### src/rtl/uart_tx_arbiter_if.sv
// uart_tx_arbiter_if: requester handshakes and serializer link of the two-port UART transmit arbiter
interface uart_tx_arbiter_if;
  logic       req0_valid;
  logic       req1_valid;
  logic [7:0] req0_data;
  logic [7:0] req1_data;
  logic       req0_lock;
  logic       req1_lock;
  logic       req0_ready;
  logic       req1_ready;
  logic       tx_start;
  logic [7:0] tx_data;
  logic       tx_busy;
  logic [1:0] grant;
  logic       idle;
  modport master (
    output req0_valid, req1_valid, req0_data, req1_data, req0_lock, req1_lock, tx_busy,
    input  req0_ready, req1_ready, tx_start, tx_data, grant, idle
  );
  modport slave (
    input  req0_valid, req1_valid, req0_data, req1_data, req0_lock, req1_lock, tx_busy,
    output req0_ready, req1_ready, tx_start, tx_data, grant, idle
  );
endinterface

### src/rtl/uart_tx_arbiter.sv
// uart_tx_arbiter: arbitrates two byte requesters onto one UART serializer; define UART_ARB_LOCK_EN for multi-byte message locking
module uart_tx_arbiter #(
  parameter bit FIXED_PRIO = 1'b0,
  parameter int LOCK_MAX   = 16
) (
  input logic              clk,
  input logic              reset,
  uart_tx_arbiter_if.slave bus
);
  typedef enum logic [1:0] {IDLE, ISSUE, WAIT_BUSY, WAIT_DONE} state_t;
  state_t state;
  logic last_grant, lock_on, v0, v1, pick1, can_accept, hs;
  assign can_accept     = state == IDLE && !bus.tx_busy && !reset;
  assign v0             = bus.req0_valid && !(lock_on && last_grant);
  assign v1             = bus.req1_valid && !(lock_on && !last_grant);
  assign pick1          = v1 && (!v0 || (!FIXED_PRIO && !last_grant));
  assign bus.req0_ready = can_accept && v0 && !pick1;
  assign bus.req1_ready = can_accept && pick1;
  assign bus.idle       = state == IDLE;
  assign hs             = bus.req0_ready | bus.req1_ready;
  always_ff @(posedge clk or posedge reset)
    if (reset) begin
      state        <= IDLE;
      bus.tx_start <= 1'b0;
      bus.tx_data  <= 8'h00;
      bus.grant    <= 2'b00;
      last_grant   <= 1'b1;
    end else
      case (state)
        IDLE:
          if (hs) begin
            state        <= ISSUE;
            bus.tx_start <= 1'b1;
            bus.tx_data  <= pick1 ? bus.req1_data : bus.req0_data;
            bus.grant    <= pick1 ? 2'b10 : 2'b01;
          end
        ISSUE: begin
          state        <= WAIT_BUSY;
          bus.tx_start <= 1'b0;
        end
        WAIT_BUSY:
          if (bus.tx_busy) state <= WAIT_DONE;
        WAIT_DONE:
          if (!bus.tx_busy) begin
            state      <= IDLE;
            last_grant <= bus.grant[1];
            bus.grant  <= 2'b00;
          end
        default: state <= IDLE;
      endcase
`ifdef UART_ARB_LOCK_EN
  localparam int CW = $clog2(LOCK_MAX + 1);
  logic          locked, hs_lock;
  logic [CW-1:0] burst;
  assign hs_lock = pick1 ? bus.req1_lock : bus.req0_lock;
  // the owner keeps the port while it still offers a byte or holds lock, up to LOCK_MAX bytes
  assign lock_on = locked && burst < CW'(LOCK_MAX) &&
                   (last_grant ? (bus.req1_valid | bus.req1_lock) : (bus.req0_valid | bus.req0_lock));
  always_ff @(posedge clk or posedge reset)
    if (reset) begin
      locked <= 1'b0;
      burst  <= '0;
    end else if (hs) begin
      locked <= hs_lock;
      burst  <= !hs_lock ? '0 : lock_on ? burst + 1'b1 : CW'(1);
    end
`else
  localparam int unused_lock_max = LOCK_MAX;
  logic unused_lock;
  assign lock_on     = 1'b0;
  assign unused_lock = bus.req0_lock ^ bus.req1_lock;
`endif
endmodule

### src/flat_wrapper.sv
// flat-port wrapper written by rule: the top's interface ports become plain ports
module uart_tx_arbiter_flat 
#(
  parameter bit FIXED_PRIO = 1'b0,
  parameter int LOCK_MAX   = 16
)
  (clk, reset, bus_req0_valid, bus_req1_valid, bus_req0_data, bus_req1_data, bus_req0_lock, bus_req1_lock, bus_tx_busy, bus_req0_ready, bus_req1_ready, bus_tx_start, bus_tx_data, bus_grant, bus_idle);
  uart_tx_arbiter_if bus_i ();
  input logic clk;
  input logic reset;
  input wire logic [$bits(bus_i.req0_valid)-1:0] bus_req0_valid;
  input wire logic [$bits(bus_i.req1_valid)-1:0] bus_req1_valid;
  input wire logic [$bits(bus_i.req0_data)-1:0] bus_req0_data;
  input wire logic [$bits(bus_i.req1_data)-1:0] bus_req1_data;
  input wire logic [$bits(bus_i.req0_lock)-1:0] bus_req0_lock;
  input wire logic [$bits(bus_i.req1_lock)-1:0] bus_req1_lock;
  input wire logic [$bits(bus_i.tx_busy)-1:0] bus_tx_busy;
  output wire logic [$bits(bus_i.req0_ready)-1:0] bus_req0_ready;
  output wire logic [$bits(bus_i.req1_ready)-1:0] bus_req1_ready;
  output wire logic [$bits(bus_i.tx_start)-1:0] bus_tx_start;
  output wire logic [$bits(bus_i.tx_data)-1:0] bus_tx_data;
  output wire logic [$bits(bus_i.grant)-1:0] bus_grant;
  output wire logic [$bits(bus_i.idle)-1:0] bus_idle;
  assign bus_i.req0_valid = bus_req0_valid;
  assign bus_i.req1_valid = bus_req1_valid;
  assign bus_i.req0_data = bus_req0_data;
  assign bus_i.req1_data = bus_req1_data;
  assign bus_i.req0_lock = bus_req0_lock;
  assign bus_i.req1_lock = bus_req1_lock;
  assign bus_i.tx_busy = bus_tx_busy;
  assign bus_req0_ready = bus_i.req0_ready;
  assign bus_req1_ready = bus_i.req1_ready;
  assign bus_tx_start = bus_i.tx_start;
  assign bus_tx_data = bus_i.tx_data;
  assign bus_grant = bus_i.grant;
  assign bus_idle = bus_i.idle;
  uart_tx_arbiter #(.FIXED_PRIO(FIXED_PRIO), .LOCK_MAX(LOCK_MAX)) u_core (.clk(clk), .reset(reset), .bus(bus_i));
endmodule
### config.mk
export PLATFORM = sky130hd
export DESIGN_NAME = uart_tx_arbiter_flat
export DESIGN_NICKNAME = d
export VERILOG_FILES = /design/src/rtl/uart_tx_arbiter_if.sv /design/src/rtl/uart_tx_arbiter.sv /design/src/flat_wrapper.sv
export SDC_FILE = /design/constraint.sdc
export NUM_CORES = 1
export LEC_CHECK = 0
export ABC_AREA = 1
export BUFFER_PORTS_ARGS = -buffer_cell sky130_fd_sc_hd__buf_2
export CORE_MARGIN = 1.5
export CORE_UTILIZATION = 41
export CTS_CLUSTER_SIZE = 24
export DETAILED_ROUTE_END_ITERATION = 16
export PLACE_DENSITY_LB_ADDON = 0.08
export SLEW_MARGIN = 10
export SYNTH_ARGS = -nofsm -noshare
export SYNTH_HDL_FRONTEND = slang
export SYNTH_SLANG_ARGS = --single-unit
### constraint.sdc
create_clock -name clk -period 1.5 [get_ports clk]
set_clock_uncertainty 0.2 [all_clocks]
set_input_delay 0 -clock clk [delete_from_list [all_inputs] [get_ports clk]]
set_output_delay 0 -clock clk [all_outputs]
set_load 0.05 [all_outputs]
==> results of run 1 <==
cell families after synthesis:
logic type / after synthesis
AOI/OAI and AO/OA: 12
adders and majority gates: 4
buffers and inverters: 11
DFF: 14
and+or+nand+nor: 54
worst max-delay path, delay by kind of cell (launching register included):
kind | cells | cell delay [ns]
fa+ha+maj | 1 | 0.16
buf+inv | 3 | 0.43
flops | 1 | 0.41
simple gates | 2 | 0.26
cell usage in the layout (no fill, tap or decap), drive strengths merged:
| cell type | synthesis | final |
|---|---|---|
| ha | 4 | 4 |
| nand2 | 24 | 25 |
| clkinvlp | 0 | 1 |
| inv | 8 | 7 |
| nor2 | 7 | 7 |
| dlygate4sd3 | 0 | 19 |
| dfrtp | 13 | 13 |
| a31oi | 1 | 1 |
| buf | 2 | 57 |
| nand3 | 13 | 13 |
| nand4 | 1 | 1 |
| dfstp | 1 | 1 |
| or2 | 9 | 9 |
| clkbuf | 1 | 4 |
| a21oi | 3 | 3 |
| o211ai | 8 | 8 |
routing by layer:
layer,GRT usage [%],vias up
li1,-,472
met1,24.0,473
met2,46.7,22
met3,4.53,2
met4,13.5,0
met5,0,-
sequential cells by signal (all words and copies together) (netlist names):
signal               count
u_core.last_grant        1
u_core.bus.grant         2
u_core.state             2
u_core.bus.tx_data       8
u_core.bus.tx_start      1
report_power, final:
group	internal [mW]	switching [mW]
Sequential	0.571	0.115
Combinational	0.771	1.21
Clock	0.103	0.123
cell type report:
| class | instances | area, um2 |
|---|---|---|
| Inverter | 8 | 33.8 |
| Tap cell | 27 | 33.8 |
| Timing Repair Buffer | 76 | 599 |
| Fill cell | 136 | 393 |
| Clock buffer | 4 | 26.3 |
| Sequential cell | 14 | 352 |
| Multi-Input combinational cell | 71 | 484 |
stage by stage:
stage          instance area [um2]  setup TNS, ns  instances
2_1_floorplan                  853          -1.20         95
3_3_place_gp                  1130         -0.418        163
3_5_place_dp                  1130          -1.09        163
4_1_cts                       1470          -2.20        198
5_1_grt                       1530          -3.35        200
6_report                      1530          -2.45        200
cells in the mapped netlist:
master    number  area (um2)
nor2_2         2        12.5
buf_6          1        11.3
nand2_1       21        78.8
a31oi_1        1        6.26
dfstp_2        1        26.3
a21oi_2        1        8.76
or2_2          9        56.3
ha_1           4        50.1
nor2_1         5        18.8
nand3_1       12        60.1
clkbuf_8       1        13.8
dfrtp_1       13         325
o211ai_1       8        60.1
a21oi_1        2        10.0
nand3_2        1        10.0
inv_1          6        22.5
nand2_8        1        20.0
nand2_2        2        12.5
inv_2          2        7.51
buf_2          1        5.00
nand4_1        1        6.26
worst min path at each step:
stage          slack [ns]            from               endpoint  cells past startpoint
2_1_floorplan       -0.30           reset    u_core.bus.grant[0]                      1
3_3_place_gp        -0.13           reset    u_core.bus.tx_start                      3
3_5_place_dp        -0.13           reset  u_core.bus.tx_data[7]                      3
4_1_cts            -0.004           reset  u_core.bus.tx_data[3]                      6
5_1_grt              0.08  bus_req1_valid  u_core.bus.tx_data[7]                      6
6_report             0.06  bus_req1_valid    u_core.bus.grant[1]                      6
timing repair:
action                                  4_1_cts  5_1_grt
hold endpoints to repair                     27        0
setup buffers                                11        3
hold buffers                                 19        0
endpoints found under the setup margin       15       16
gates cloned                                  1        0
pin swaps                                     6        7
gates resized for setup                       9       12
==> flow_summary.ini, run 1 <==
[finish]
fin_util_pct = 79.6
nNetsFinal = 201
num_antenna_cells = 0
area_growth_pct = 86.0
layout-drive-gt1-share_pct = 52.6

[placed_design]
port_buffers = 34
pre_cts_slack_ns = -0.0824
dp_hpwl_mm = 1.44
place_congestion = 0.730

[logic_synthesis]
synth-simple-area-share_pct = 33.5
synth-seq-cells = 14
yosysSeqAreaShare_pct = 42.8
syn-num-nets = 122
synth_compound_area_share_pct = 10.4
synth_area_um2 = 822
synth_cells = 95
yosysUniqueCellTypes = 21
ys_warn_count = 0
synth_top_family_by_area = simple AND/OR/NAND/NOR gates
yosys.area_share.adder_pct = 6.09
synth_xor_area_share_pct = 0
synth_mux_area_share_pct = 0
syn_avg_cell_area_um2 = 8.65

[clock_tree]
h-tree-depth = 1
root_buffer = clkbuf_4
clk_pin_slew_ns = 0.09
cts.sinks = 14
cts_tree = built
cts_buffer_depth = 2
clk_latency_ns = 0.28
cts_buffers = 3

[critical_path]
cp_data_arrival_time_ns = 1.54
cp-end-kind = primary output
critical_path_class = reg -> out
cp_data_required_time_ns = 1.30
cpMaxStageDelayCell = dfrtp_1
crit_chain = inv_2 -> ha_4 -> nand4_1 -> buf_12 -> nor2_4 -> buf_8
regToRegSetupSlack_ns = -0.23
reg2regPathDepth = 8
endpoint = bus_req0_ready
slowest_delay_ns = 0.41
startpoint = u_core.state[1]
crit_fanout = 4
reg2reg_from = u_core.state[1]
startpoint_type = flop
r2r_end = u_core.bus.tx_data[3]

[sta]
final_max_slew_viol_count = 0
whs_ns = 0.0638
max_freq_mhz = 574
finalCritPeriodShare_pct = 116
setup_ws_ns = -0.243
maxSlewHeadroom_pct = 83.5
setup_viol = 15
tightest_slew_ns = 0.249
layout_min_cycle_time_ns = 1.74
hold_viol = 0
rsz0062_at_grt = yes

[floorplan]
start_util_pct = 42.8
rows = 16
io_pins = 37
die_h_um = 47.8
die_width_um = 47.8
core_um2 = 1920
die-area_um2 = 2280

[grt]
antenna_found_initial = 0
grt_pass1_wl_mm = 3.82
overflow = 0
grt_max_degree = 15
grt_usage_pct = 24.3
grt_pass1_vias = 967

[power]
power_density_nw_per_um2 = 1890
ir_worst_vdd_mv = 1.23
power_mw = 2.90
p_leak_nw = 0.795

[flow_run]
maxCapViolCount = 0

[detailed_routing]
viasPerCell = 4.85
dr.pass1.iters = 4
wl_met1_mm = 1.04
dr_wl_met2_mm = 1.55
wl_per_cell_um = 13.6
wl_met3_um = 106
antenna_left = 0
totalWireLength_mm = 2.71
drc_errors = 0
vias = 969
drtIter0Drc = 14
top_layer_used = met4

[run_status]
violations = negative setup slack
status = complete, but fails checks

[worst_hold_path]
hold_class = in -> reg
No activity file was read; power rests on OpenSTA's default activity.
==> inputs of run 2 (changes only) <==
Settings changed: BUFFER_PORTS_ARGS -buffer_cell sky130_fd_sc_hd__buf_2 to not set, CORE_UTILIZATION 41 to 45, DONT_BUFFER_PORTS set to 1.
==> run 2 against run 1 <==
The flow still finishes with violations (negative setup slack). First-iteration DRC count grew 79%. Final cell count shrank 9.5%. Setup slack gained 0.027 ns. Non-clock buffer count shrank 17. Routed wire length grew 1.1%. Hold slack lost 0.015 ns. Largest cell class unchanged. Largest power group unchanged. Highest routed layer unchanged.
==> flow_summary.ini, run 2 (synthesis results as in run 1) <==
[detailed_routing]
dr_wl_met2_mm = 1.44
antenna_left = 0
drc_errors = 0
totalWireLength_mm = 2.74
wl_met3_um = 148
wl_met1_mm = 1.07
vias = 927
wl_per_cell_um = 15.2
drtIter0Drc = 25
viasPerCell = 5.12
dr.pass1.iters = 4
top_layer_used = met4

[floorplan]
core_um2 = 1730
rows = 15
start_util_pct = 47.6
die_width_um = 45.7
die_h_um = 45.7
die-area_um2 = 2090
io_pins = 37

[clock_tree]
clk_pin_slew_ns = 0.09
cts_buffers = 3
cts.sinks = 14
root_buffer = clkbuf_4
cts_buffer_depth = 2
clk_latency_ns = 0.29
h-tree-depth = 1
cts_tree = built

[finish]
largest_register = u_core.bus.tx_data
final_common_cell = buf_4
layout-drive-gt1-share_pct = 49.4
multi_input_area_um2 = 487
num_antenna_cells = 0
finalInstanceArea_um2 = 1480
largest_reg_flops = 8
area_growth_pct = 79.6
final_cell_mix = buf_4, dlygate4sd3_1, nand2_1
fillers = 104
regArea_um2 = 352
nNetsFinal = 184
reg.largest.list = u_core.bus.tx_data x8, u_core.bus.grant x2, u_core.state x2

[critical_path]
cp_top_family = buffers and inverters
startpoint = u_core.state[1]
reg2reg_from = u_core.state[0]
crit_cells = 8
cp_data_arrival_time_ns = 1.52
cp_data_required_time_ns = 1.30
slowest_delay_ns = 0.40
crit_path_frequent_cell = nand2_2
reg2regPathDepth = 9
startpoint_type = flop
crit_fanout = 4
regToRegSetupSlack_ns = -0.20
endpoint = bus_req1_ready
r2r_end = u_core.state[1]
critical_path_class = reg -> out
crit_chain = inv_2 -> ha_4 -> nand2_2 -> nor2_2 -> nand2_2 -> buf_6 -> clkinvlp_4 -> buf_8
cp-end-kind = primary output
cpMaxStageDelayCell = dfrtp_1
path_buf_inv = 4

[power]
pwr-share-clk_pct = 9.2
p_comb_share_pct = 68.0
seqPwrFrac_pct = 22.8
power_density_nw_per_um2 = 2060
switching_share_pct = 48.7
ir_worst_vdd_mv = 1.48
p_int_mw = 1.56
power.switching_mw = 1.48
p_leak_nw = 0.731

[flow_run]
maxCapViolCount = 0

[placed_design]
pre_cts_slack_ns = -0.112
dpl_cell_area_um2 = 1050
port_buffers = 0
dp_hpwl_mm = 1.48
place_congestion = 0.749

[sta]
finalCritPeriodShare_pct = 114
setup_viol = 16
tightest_slew_ns = 0.210
rsz0062_at_grt = yes
layout_min_cycle_time_ns = 1.72
max_freq_mhz = 583
hold_viol = 0
whs_ns = 0.0493
maxSlewHeadroom_pct = 86.0
final_max_slew_viol_count = 0
final.setup.tns_ns = -2.33
setup_ws_ns = -0.216

[worst_hold_path]
hold_class = in -> reg
worstHoldPathCells = 5

[grt]
antenna_found_initial = 0
grt_pass1_wl_mm = 3.84
overflow = 0
grt_pass1_vias = 917
grt_usage_pct = 26.0
grt_max_degree = 15

[run_status]
status = complete, but fails checks
violations = negative setup slack
run 2: final cells by class:
cell class | instances | share of cell area (%)
inverters | 8 | 2.29
multi-input cells | 71 | 33.0
repair buffers | 59 | 36.4
well taps | 25 | 2.12
flip-flops and latches | 14 | 23.8
clock buffers | 4 | 2.46
run 2: layer usage:
layer  GRT usage, %  up-vias
met2           47.9       35
met3           4.37       10
li1               -      438
met1           28.5      444
met5              0        -
met4           12.0        0
run 2: tightest hold or removal path, delay by kind of cell:
kind	cells	cell delay, ns
buf+inv	2	0.25
simple gates	3	0.26
run 2: timing repair:
action	4_1_cts	5_1_grt
setup buffers	10	4
hold buffers	20	0
gates cloned	1	0
hold endpoints to repair	28	0
setup endpoints to repair	15	15
pin swaps	5	6
resized for setup	11	7
run 2: how the worst min path moves through the flow:
stage / start / endpoint
6_report: bus_req0_valid / u_core.bus.tx_data[4]
5_1_grt: reset / u_core.state[1]
4_1_cts: bus_req0_valid / u_core.bus.tx_data[3]
3_5_place_dp: reset / u_core.state[0]
3_3_place_gp: reset / u_core.bus.tx_data[6]
2_1_floorplan: reset / u_core.bus.grant[0]
run 2: metrics by stage:
stage | total power [mW] | util (%) | cells
floorplan | 1.87 | - | 95
global placement | 2.33 | 61.1 | 142
detailed placement | 2.38 | 61.1 | 142
CTS | 2.90 | 82.1 | 177
global route | 3.21 | 85.5 | 181
finish | 3.03 | 85.5 | 181
run 2: power by group through the flow:
stage	Clock (mW)	Sequential, mW	Combinational (mW)
finish	0.279	0.691	2.06
global route	0.303	0.711	2.19
CTS	0.291	0.678	1.93
detailed placement	0	0.698	1.68
global placement	0	0.689	1.64
floorplan	0	1.17	0.703
